File: config.mk
export PLATFORM = sky130hd
export DESIGN_NAME = wb_retire_queue
export DESIGN_NICKNAME = d
export VERILOG_FILES = /design/src/rtl/wb_retire_queue_pkg.sv /design/src/rtl/wb_retire_queue_hazard_match.sv /design/src/rtl/wb_retire_queue.sv
export SDC_FILE = /design/constraint.sdc
export NUM_CORES = 1
export LEC_CHECK = 0
export CAP_MARGIN = 30
export CORE_MARGIN = 4
export CORE_UTILIZATION = 25
export CTS_CLUSTER_DIAMETER = 120
export DETAILED_ROUTE_END_ITERATION = 10
export MAX_ROUTING_LAYER = met4
export SLEW_MARGIN = 20
export SYNTH_ARGS = -nofsm -noshare
export SYNTH_HDL_FRONTEND = slang
export SYNTH_SLANG_ARGS = --single-unit
File: constraint.sdc
create_clock -name clk -period 11.3 [get_ports clk]
set_input_delay 2.26 -clock clk [delete_from_list [all_inputs] [get_ports clk]]
set_output_delay 2.26 -clock clk [all_outputs]
set_load 0.01 [all_outputs]
File: src/rtl/wb_retire_queue_pkg.sv
// Shared types for the write-back retire queue:
// exception vector layout and the buffered entry format.
package wb_retire_queue_pkg;

   localparam int EX_W      = 9;
   localparam int WB_DATA_W = 32;

   localparam int EX_SYS  = 8;
   localparam int EX_MFC0 = 7;
   localparam int EX_MTC0 = 6;
   localparam int EX_ERET = 5;
   localparam int EX_BRK  = 4;
   localparam int EX_OV   = 3;
   localparam int EX_ADEL = 2;
   localparam int EX_ADES = 1;
   localparam int EX_RI   = 0;

   // mfc0/mtc0 are CP0 ops, not traps
   localparam logic [EX_W-1:0] EX_MASK = 9'b1_0011_1111;

   typedef struct packed {
      logic [3:0]           we;
      logic [4:0]           dest;
      logic [WB_DATA_W-1:0] result;
      logic [WB_DATA_W-1:0] pc;
      logic [EX_W-1:0]      ex;
      logic                 bd;
      logic [4:0]           c0_addr;
      logic [WB_DATA_W-1:0] badvaddr;
   } wb_entry_t;

   function automatic logic is_exc(input logic [EX_W-1:0] ex);
      return |(ex & EX_MASK);
   endfunction

endpackage

File: src/rtl/wb_retire_queue_hazard_match.sv
// One ID hazard query port: finds the youngest pending
// write to q_reg among age-ordered queue entries.
module wb_hazard_match
   import wb_retire_queue_pkg::*;
#(
   parameter int DEPTH  = 4,
   parameter int DATA_W = WB_DATA_W
) (
   input  logic [DEPTH-1:0]             vld,
   input  logic [DEPTH-1:0][3:0]        we,
   input  logic [DEPTH-1:0][4:0]        dest,
   input  logic [DEPTH-1:0][DATA_W-1:0] result,
   input  logic [DEPTH-1:0]             nofwd,
   input  logic [4:0]                   q_reg,
   output logic                         hit,
   output logic                         fwd_ok,
   output logic [DATA_W-1:0]            data
);

   // index 0 is oldest, so the last match wins
   always_comb begin
      hit    = 1'b0;
      fwd_ok = 1'b0;
      data   = '0;
      for (int k = 0; k < DEPTH; k++) begin
         if (vld[k] && (we[k] != 4'h0) &&
             (dest[k] == q_reg) && (q_reg != 5'd0)) begin
            hit    = 1'b1;
            data   = result[k];
            fwd_ok = (we[k] == 4'hf) && !nofwd[k];
         end
      end
   end

endmodule

File: src/rtl/wb_retire_queue.sv
// Multi-entry write-back retire queue: in-order retire to
// the RF, exception hand-off to CP0, ID hazard/forward ports.
module wb_retire_queue #(
   parameter int DEPTH  = 4,
   parameter int DATA_W = 32,
   parameter int NUM_Q  = 2,
   parameter int EX_W   = wb_retire_queue_pkg::EX_W
) (
   input  logic                    clk,
   input  logic                    reset,
   input  logic                    in_valid,
   output logic                    in_ready,
   input  logic [3:0]              in_we,
   input  logic [4:0]              in_dest,
   input  logic [DATA_W-1:0]       in_result,
   input  logic [DATA_W-1:0]       in_pc,
   input  logic [EX_W-1:0]         in_ex,
   input  logic                    in_bd,
   input  logic [4:0]              in_c0_addr,
   input  logic [DATA_W-1:0]       in_badvaddr,
   input  logic                    rf_grant,
   input  logic                    flush,
   output logic [EX_W-1:0]         c0_exception,
   output logic [4:0]              c0_addr,
   output logic [DATA_W-1:0]       c0_wdata,
   output logic                    c0_wb_valid,
   output logic                    c0_wb_bd,
   output logic [DATA_W-1:0]       c0_wb_pc,
   output logic [DATA_W-1:0]       c0_badvaddr,
   input  logic                    c0_valid,
   input  logic [DATA_W-1:0]       c0_res,
   output logic                    ws_ex,
   output logic [3:0]              rf_we,
   output logic [4:0]              rf_waddr,
   output logic [DATA_W-1:0]       rf_wdata,
   input  logic [NUM_Q*5-1:0]      q_reg,
   output logic [NUM_Q-1:0]        q_hit,
   output logic [NUM_Q-1:0]        q_fwd_ok,
   output logic [NUM_Q*DATA_W-1:0] q_data,
   output logic [31:0]             debug_wb_pc,
   output logic [3:0]              debug_wb_rf_wen,
   output logic [4:0]              debug_wb_rf_wnum,
   output logic [31:0]             debug_wb_rf_wdata
);

   import wb_retire_queue_pkg::*;

   localparam int PW = $clog2(DEPTH);
   localparam int CW = PW + 1;

   wb_entry_t      mem [DEPTH];
   wb_entry_t      in_ent;
   wb_entry_t      hd;
   logic [PW-1:0]  head;
   logic [PW-1:0]  tail;
   logic [CW-1:0]  count;
   logic           head_v;
   logic           head_ex;
   logic           pop;
   logic           ex_pop;
   logic           push;

   logic [DEPTH-1:0]             a_vld;
   logic [DEPTH-1:0][3:0]        a_we;
   logic [DEPTH-1:0][4:0]        a_dest;
   logic [DEPTH-1:0][DATA_W-1:0] a_res;
   logic [DEPTH-1:0]             a_nofwd;
   logic [PW-1:0]                idx;

   always_comb begin
      in_ent          = '0;
      in_ent.we       = in_we;
      in_ent.dest     = in_dest;
      in_ent.result   = in_result;
      in_ent.pc       = in_pc;
      in_ent.ex       = in_ex;
      in_ent.bd       = in_bd;
      in_ent.c0_addr  = in_c0_addr;
      in_ent.badvaddr = in_badvaddr;
   end

   // an empty queue presents an all-zero head
   assign head_v  = (count != '0);
   assign hd      = head_v ? mem[head] : '0;
   assign head_ex = head_v & is_exc(hd.ex);

   assign pop      = head_v & ~flush & (rf_grant | head_ex);
   assign ex_pop   = pop & head_ex;
   assign in_ready = (count < CW'(DEPTH)) | pop;
   assign push     = in_valid & in_ready & ~flush & ~ex_pop;

   always_ff @(posedge clk) begin
      if (reset) begin
         head  <= '0;
         tail  <= '0;
         count <= '0;
      end else if (flush | ex_pop) begin
         head  <= tail;
         count <= '0;
      end else begin
         if (push) tail <= tail + PW'(1);
         if (pop)  head <= head + PW'(1);
         count <= count + CW'(push) - CW'(pop);
      end
   end

   always_ff @(posedge clk) begin
      if (push) mem[tail] <= in_ent;
   end

   assign c0_exception = hd.ex;
   assign c0_addr      = hd.c0_addr;
   assign c0_wdata     = hd.result;
   assign c0_wb_valid  = pop;
   assign c0_wb_bd     = hd.bd;
   assign c0_wb_pc     = hd.pc;
   assign c0_badvaddr  = hd.badvaddr;
   assign ws_ex        = ex_pop;

   assign rf_we    = (pop & ~head_ex) ? hd.we : 4'h0;
   assign rf_waddr = hd.dest;
   assign rf_wdata = c0_valid ? c0_res : hd.result;

   assign debug_wb_pc       = hd.pc;
   assign debug_wb_rf_wen   = rf_we;
   assign debug_wb_rf_wnum  = hd.dest;
   assign debug_wb_rf_wdata = rf_wdata;

   // age-ordered view: slot 0 is the head
   always_comb begin
      idx     = '0;
      a_vld   = '0;
      a_we    = '0;
      a_dest  = '0;
      a_res   = '0;
      a_nofwd = '0;
      for (int k = 0; k < DEPTH; k++) begin
         idx        = head + PW'(k);
         a_vld[k]   = CW'(k) < count;
         a_we[k]    = mem[idx].we;
         a_dest[k]  = mem[idx].dest;
         a_res[k]   = mem[idx].result;
         a_nofwd[k] = mem[idx].ex[EX_MFC0] |
                      is_exc(mem[idx].ex);
      end
   end

   for (genvar i = 0; i < NUM_Q; i++) begin : g_q
      wb_hazard_match #(
         .DEPTH  (DEPTH),
         .DATA_W (DATA_W)
      ) u_match (
         .vld    (a_vld),
         .we     (a_we),
         .dest   (a_dest),
         .result (a_res),
         .nofwd  (a_nofwd),
         .q_reg  (q_reg[i*5 +: 5]),
         .hit    (q_hit[i]),
         .fwd_ok (q_fwd_ok[i]),
         .data   (q_data[i*DATA_W +: DATA_W])
      );
   end

endmodule

==> flow_summary.yaml, run 1 <==
synthesis:
  synth_simple_gate_area_frac: 0.05589
  netlist_area_um2: 25270
  synth_fp_nets: 1658
  synth-edff-count: 480
  ys_ff_latch: 489
  synth_top_family_by_area: "multiplexers"
  synth_top_cell_by_area: "edfxtp_1"
  synthArstFlopShare: 0
  yosysSeqAreaShare: 0.5774
  ys.flop_type: "edfxtp_1"
  yosys.cell_types.count: 61
  ys_warn_count: 0
  synth.area.mux_share: 0.2443
  synth_top_area_frac: 0.5703
  synth_common_cells: "480 x edfxtp_1, 206 x mux4_2, 117 x nor2b_1, 85 x buf_4, 56 x a22oi_1"
  yosysMostFrequentCell: "edfxtp_1"
  synth-xor-area-share: 0.01386
  synth_area_leaders: "edfxtp_1 57%, mux4_2 18%, nor2b_1 2.9%, mux4_4 2.6%, buf_4 2.5%"
  synth_compound_area_frac: 0.05540
  synth_fa_ha_area_frac: 0.004752
  synth_cells: 1481
  avgSynthCellArea_um2: 17.07
sta:
  setup_viol: 0
  fin_worst_skew_ns: 0.03321
  rsz0062_at_grt: "false"
  post-route-min-period_ns: 8.726
  setup_tns_ns: 0
  maxSlewViolCount: 0
  worst_slew_pin_slew_ns: 1.037
  slew_headroom: 0.3087
  setup_ws_ns: 2.574
  hold_viol: 0
  post-route-period-util: 0.7722
  fmax_mhz: 114.6
cells_and_area:
  area_delta_synth_final_pct: 29.10
  fin_util: 0.3258
  fin_cells: 3193
  num-nets-final: 2024
  layout-drive-gt1-share: 0.2322
  finalInstanceArea_um2: 32630
floorplan:
  core_um2: 100100
  fp.dieW_um: 326.0
  core.rowCount: 116
  io_pins: 464
  die_h_um: 326.0
  die_area_um2: 106200
  initial_utilization: 0.2524
worst_setup_path:
  setup.worst_path.start_class: "primary input"
  path_class: "primary input to output pin"
  cp_data_arrival_time_ns: 6.47
  worstSetupEndpointType: "output pin"
  cp_max_fo: 35
  crit_required_ns: 9.04
clock_tree:
  clockBufferDepth: 3
  root_buffer: "clkbuf_16"
  cts.sinks: 489
  cts_tree: "yes"
  htreeDepth: 2
  cts_resized: 0
  clk_pin_slew_ns: 0.06
  post_cts_buffers: 0
  hold_buffers: 0
  worstSkewPairLatency_ns: 0.62
  numCtsBuffers: 55
routing:
  drt_wl_total_um: 75950
  drt-pass1-iter-count: 7
  via_per_inst: 4.966
  num_vias: 15860
  dr.first_iter.drc_count: 1041
  postRouteAntennaNets: 0
  wl_per_cell_um: 23.79
  drc: 0
power_and_ir_drop:
  combPwrFrac: 0.174
  swShare: 0.2436
  power.internal_uw: 3558
  p_leak_uw: 0.009742
  vdd_drop_max_mv: 0.1309
  pwr-share-clk: 0.381
  switchingPower_uw: 1146
  cellPowerDensity_nw_per_um2: 144.1
  seq_power_share: 0.445
grt:
  grt-ovfl-total: 0
  grt_pass1_wl_um: 111000
  grt_use_total: 0.1417
  antenna_found_initial: 6
  grt_pass1_vias: 16770
  grt_max_degree: 63
place:
  pre_cts_ws_ns: 2.506
  place_hpwl_um: 52240
  dp.cells: 3082
  gp_congestion: 0.8464
  placedInstanceArea_um2: 30660
  port_buffers: 463
run:
  maxCapViolations: 0
run_status:
  status: "completed"
min_path:
  min_path_type: "flip-flop to flip-flop"
[layer usage]
layer	GRT usage	up-vias	part of all wire
met5	-	-	0
met4	0.03560	0	0.023
met3	0.04138	118	0.083
met2	0.2385	704	0.50
met1	0.1672	8266	0.39
li1	-	6768	-
[state kept, by name, summed over array words and instances, names as in the netlist, named ones only]
| register | flops |
|---|---|
| count | 3 |
| head | 2 |
| tail | 2 |
| mem | 480 |
[placed cells by master (no fill, tap or decap), drive strengths merged, types with 2 or more instances in the layout]
master           n
mux4           240
clkinvlp         5
xnor2           28
buf             38
and2            11
dfxtp            9
diode            4
nor4            16
or3              2
nor2b          118
o41ai            2
a22oi           56
clkbuf          66
xor2            12
or4              4
nand2           33
nand2b           5
o21ai           19
mux2i           29
nand4            6
a21oi           50
mux2            34
nor3            10
ha               8
a31oi           10
edfxtp         480
o211ai           5
nand3            6
or2              2
nor2            20
clkinv          19
a211oi           2
nor3b            2
inv             13
clkdlybuf4s50  462
bufinv           7
and4             2
o22ai           53
[kinds of logic (layout without fill, tap and decap cells)]
kind of cell / Yosys count / after routing
AO/OA/AOI/OAI: 200 / 200
flip-flops: 489 / 489
buffers and inverters: 200 / 610
other: 0 / 4
multiplexers: 303 / 303
AND/OR/NAND/NOR: 240 / 240
adder cells (fa/ha/maj): 9 / 9
XOR/XNOR: 40 / 40
[path summary, 6_finish.rpt]
check / end / startpoint / depth (start not counted) / slack, ns
worst min-delay path: flip-flop / tail[1]$_SDFFE_PP0P_ / 2 / 0.58
worst max register to register: mem[0][35]$_DFFE_PP_ / flip-flop / 8 / 6.04
worst min register to register: flip-flop / tail[1]$_SDFFE_PP0P_ / 2 / 0.58
worst max-delay path: q_data[39] / q_reg[7] / 10 / 2.57
[stage by stage]
stage | hold WS (ns) | power, µW
after floorplan | 0.5249 | 2629
after global placement | 0.5579 | 2945
after detailed placement | 0.5619 | 2958
after CTS | 0.5729 | 4777
after global routing | 0.6170 | 4898
final | 0.5840 | 4703
[cell type report]
type	instances	area (µm²)
tap	1298	1624
clock buffer	66	1439
sequential	489	14610
clock inverter	35	387.9
timing repair buffer	500	5032
fill	9651	67520
multi-input combinational	792	9494
antenna	4	10.01
inverter	9	33.78
[power groups by stage]
stage,logic (µW),registers (µW),clock network [µW]
after floorplan,520,2110,0
after global placement,817,2130,0
after detailed placement,824,2130,0
after CTS,829,2100,1850
after global routing,876,2100,1920
final,818,2090,1790
[worst max-delay path, cell delays in order]
cell and delay (ns):
clkdlybuf4s50_1 0.70, nor3_1 0.08, nand2_1 0.13, or4b_1 0.51, nor3_4 0.17, buf_4 0.55, nand2b_1 0.27, nand2_1 0.44
o21ai_1 0.54, clkdlybuf4s50_1 0.78
Note: power is estimated with default switching activity, not from simulation.
==> run 2: changes to the inputs <==
clock period = 8.7 ns   (was 11.3 ns; I/O delays follow)
==> run 2 against run 1 <==
Net effect:
- sequential cell count did not move
- total power up 27%
- final area decreased by 0.56%
- clock skew shrank 0.012 ns
- count of clock-buffer cells in the layout increased by 2
- cell count is essentially flat
- core utilization shrank 0.18 points
- non-clock buffer count down 2
- critical endpoint is now q_data[11]
- highest routed layer unchanged
==> flow_summary.yaml, run 2 (synthesized netlist as in run 1, its figures left out) <==
floorplan:
  core_um2: 100100
  initial_utilization: 0.2524
  die_area_um2: 106200
  io_pins: 464
  die_h_um: 326.0
  fp.dieW_um: 326.0
  core.rowCount: 116
cells_and_area:
  layout_common_cells: "480 x edfxtp_1, 462 x clkdlybuf4s50_1, 206 x mux4_2, 117 x nor2b_1, 56 x a22oi_1"
  num-nets-final: 2021
  multi_input_area_um2: 9494
  largest_register_ffs: 480
  regArea_um2: 14610
  area_delta_synth_final_pct: 28.38
  regMostFlops: "mem"
  fin_cells: 3192
  finalInstanceArea_um2: 32450
  reg_top3: "mem x480, count x3"
  fillers: 9749
  layout-drive-gt1-share: 0.2271
  final_common_cell: "edfxtp_1"
sta:
  post-route-period-util: 0.8300
  setup_viol: 0
  maxSlewViolCount: 0
  fmax_mhz: 138.5
  fin_worst_skew_ns: 0.02140
  worst_slew_pin_slew_ns: 0.9473
  hold_viol: 0
  post-route-min-period_ns: 7.221
  rsz0062_at_grt: "false"
  slew_headroom: 0.3685
  setup_tns_ns: 0
routing:
  wl_per_cell_um: 24.20
  dr_wl_met2_um: 39160
  route.top_layer_used: "met4"
  num_vias: 15800
  via_per_inst: 4.951
  wl_met3_um: 5516
  postRouteAntennaNets: 0
  drt_wl_total_um: 77250
  drc: 0
  wl_met1_um: 30310
  drt-pass1-iter-count: 5
  dr.first_iter.drc_count: 1172
place:
  gp_congestion: 0.8107
  port_buffers: 463
  place_hpwl_um: 52730
  dp.cells: 3084
  placedInstanceArea_um2: 30680
clock_tree:
  hold_buffers: 0
  cts_resized: 0
  cts.sinks: 489
  cts_tree: "yes"
  numCtsBuffers: 54
  root_buffer: "clkbuf_16"
  worstSkewPairLatency_ns: 0.61
  clockBufferDepth: 3
  post_cts_buffers: 0
  htreeDepth: 2
  clk_pin_slew_ns: 0.06
power_and_ir_drop:
  cellPowerDensity_nw_per_um2: 184.4
  swShare: 0.2452
  pwr-share-clk: 0.368
  power.internal_uw: 4515
  seq_power_share: 0.456
  p_leak_uw: 0.009647
  combPwrFrac: 0.176
  vdd_drop_max_mv: 0.1514
  switchingPower_uw: 1467
worst_setup_path:
  slowest_delay_ns: 0.63
  path_cells: "clkdlybuf4s50_1 > or4_1 > nor2_1 > or4_1 > nor2_4 > nor2_4 > buf_4 > a22oi_1 > a21oi_2 > clkdlybuf4s50_1"
  setup.worst_path.start_class: "primary input"
  cp_max_fo: 19
  crit_required_ns: 6.96
  cp_data_arrival_time_ns: 5.48
  worstSetupEndpointType: "output pin"
  crit_path_top_delay_cell: "nor2_4"
  path_class: "primary input to output pin"
min_path:
  min_path_type: "flip-flop to flip-flop"
grt:
  grt_pass1_vias: 16980
  antenna_found_initial: 10
  grt_pass1_wl_um: 113200
  grt_use_total: 0.1447
  grt_max_degree: 62
  grt-ovfl-total: 0
run:
  maxCapViolations: 0
run_status:
  status: "completed"
run 2: cell types whose count changed in the layout (fill, tap and decap cells not counted), moves of 2 or more:
cell | previous run | this run
buf_16 | 4 | 1
bufinv_16 | 7 | 5
clkbuf_1 | 10 | 14
clkbuf_16 | 56 | 54
clkinv_4 | 2 | 0
diode_2 | 4 | 9
run 2: final cells by class:
class                           instances  area share
Sequential cell                       489      0.4502
Multi-Input combinational cell        792      0.2926
Timing Repair Buffer                  498      0.1532
Tap cell                             1298     0.05005
Clock buffer                           68     0.04327
Clock inverter                         29    0.008946
Inverter                                9    0.001041
Antenna cell                            9   0.0006941
run 2: worst paths after layout:
check	from	to	slack, ns	depth (start not counted)
worst min-delay path	tail[1]$_SDFFE_PP0P_	tail[1]$_SDFFE_PP0P_	0.59	2
worst max register to register	flip-flop	mem[0][41]$_DFFE_PP_	3.22	9
worst max-delay path	q_reg[1]	q_data[11]	1.48	10
worst min register to register	tail[1]$_SDFFE_PP0P_	tail[1]$_SDFFE_PP0P_	0.59	2
run 2: metrics by stage:
step / power (µW) / hold WS [ns] / utilization / worst slack (ns)
finish: 5982 / 0.5852 / 0.3240 / 1.479
floorplan: 3415 / 0.5249 / - / 3.141
global placement: 3826 / 0.5583 / 0.3062 / 1.351
global route: 6243 / 0.6355 / 0.3239 / 1.360
detailed placement: 3841 / 0.5657 / 0.3064 / 1.533
CTS: 6083 / 0.5850 / 0.3233 / 1.518
run 2: worst max-delay path: cells and delay by family:
kind | cells | cell delay, ns
compound gates | 2 | 0.37
buf+inv | 3 | 1.53
simple gates | 5 | 1.81
run 2: metal layers:
layer,track usage,vias to the layer above
met5,-,-
met4,0.04515,0
met3,0.03590,134
met2,0.2460,606
met1,0.1693,8298
li1,-,6765
run 2: power by group through the flow:
stage                     clock network, µW  registers (µW)  logic (µW)
after floorplan                           0            2740         675
after global placement                    0            2770        1060
after detailed placement                  0            2780        1060
after CTS                              2280            2730        1070
after global routing                   2380            2740        1130
final                                  2200            2730        1050
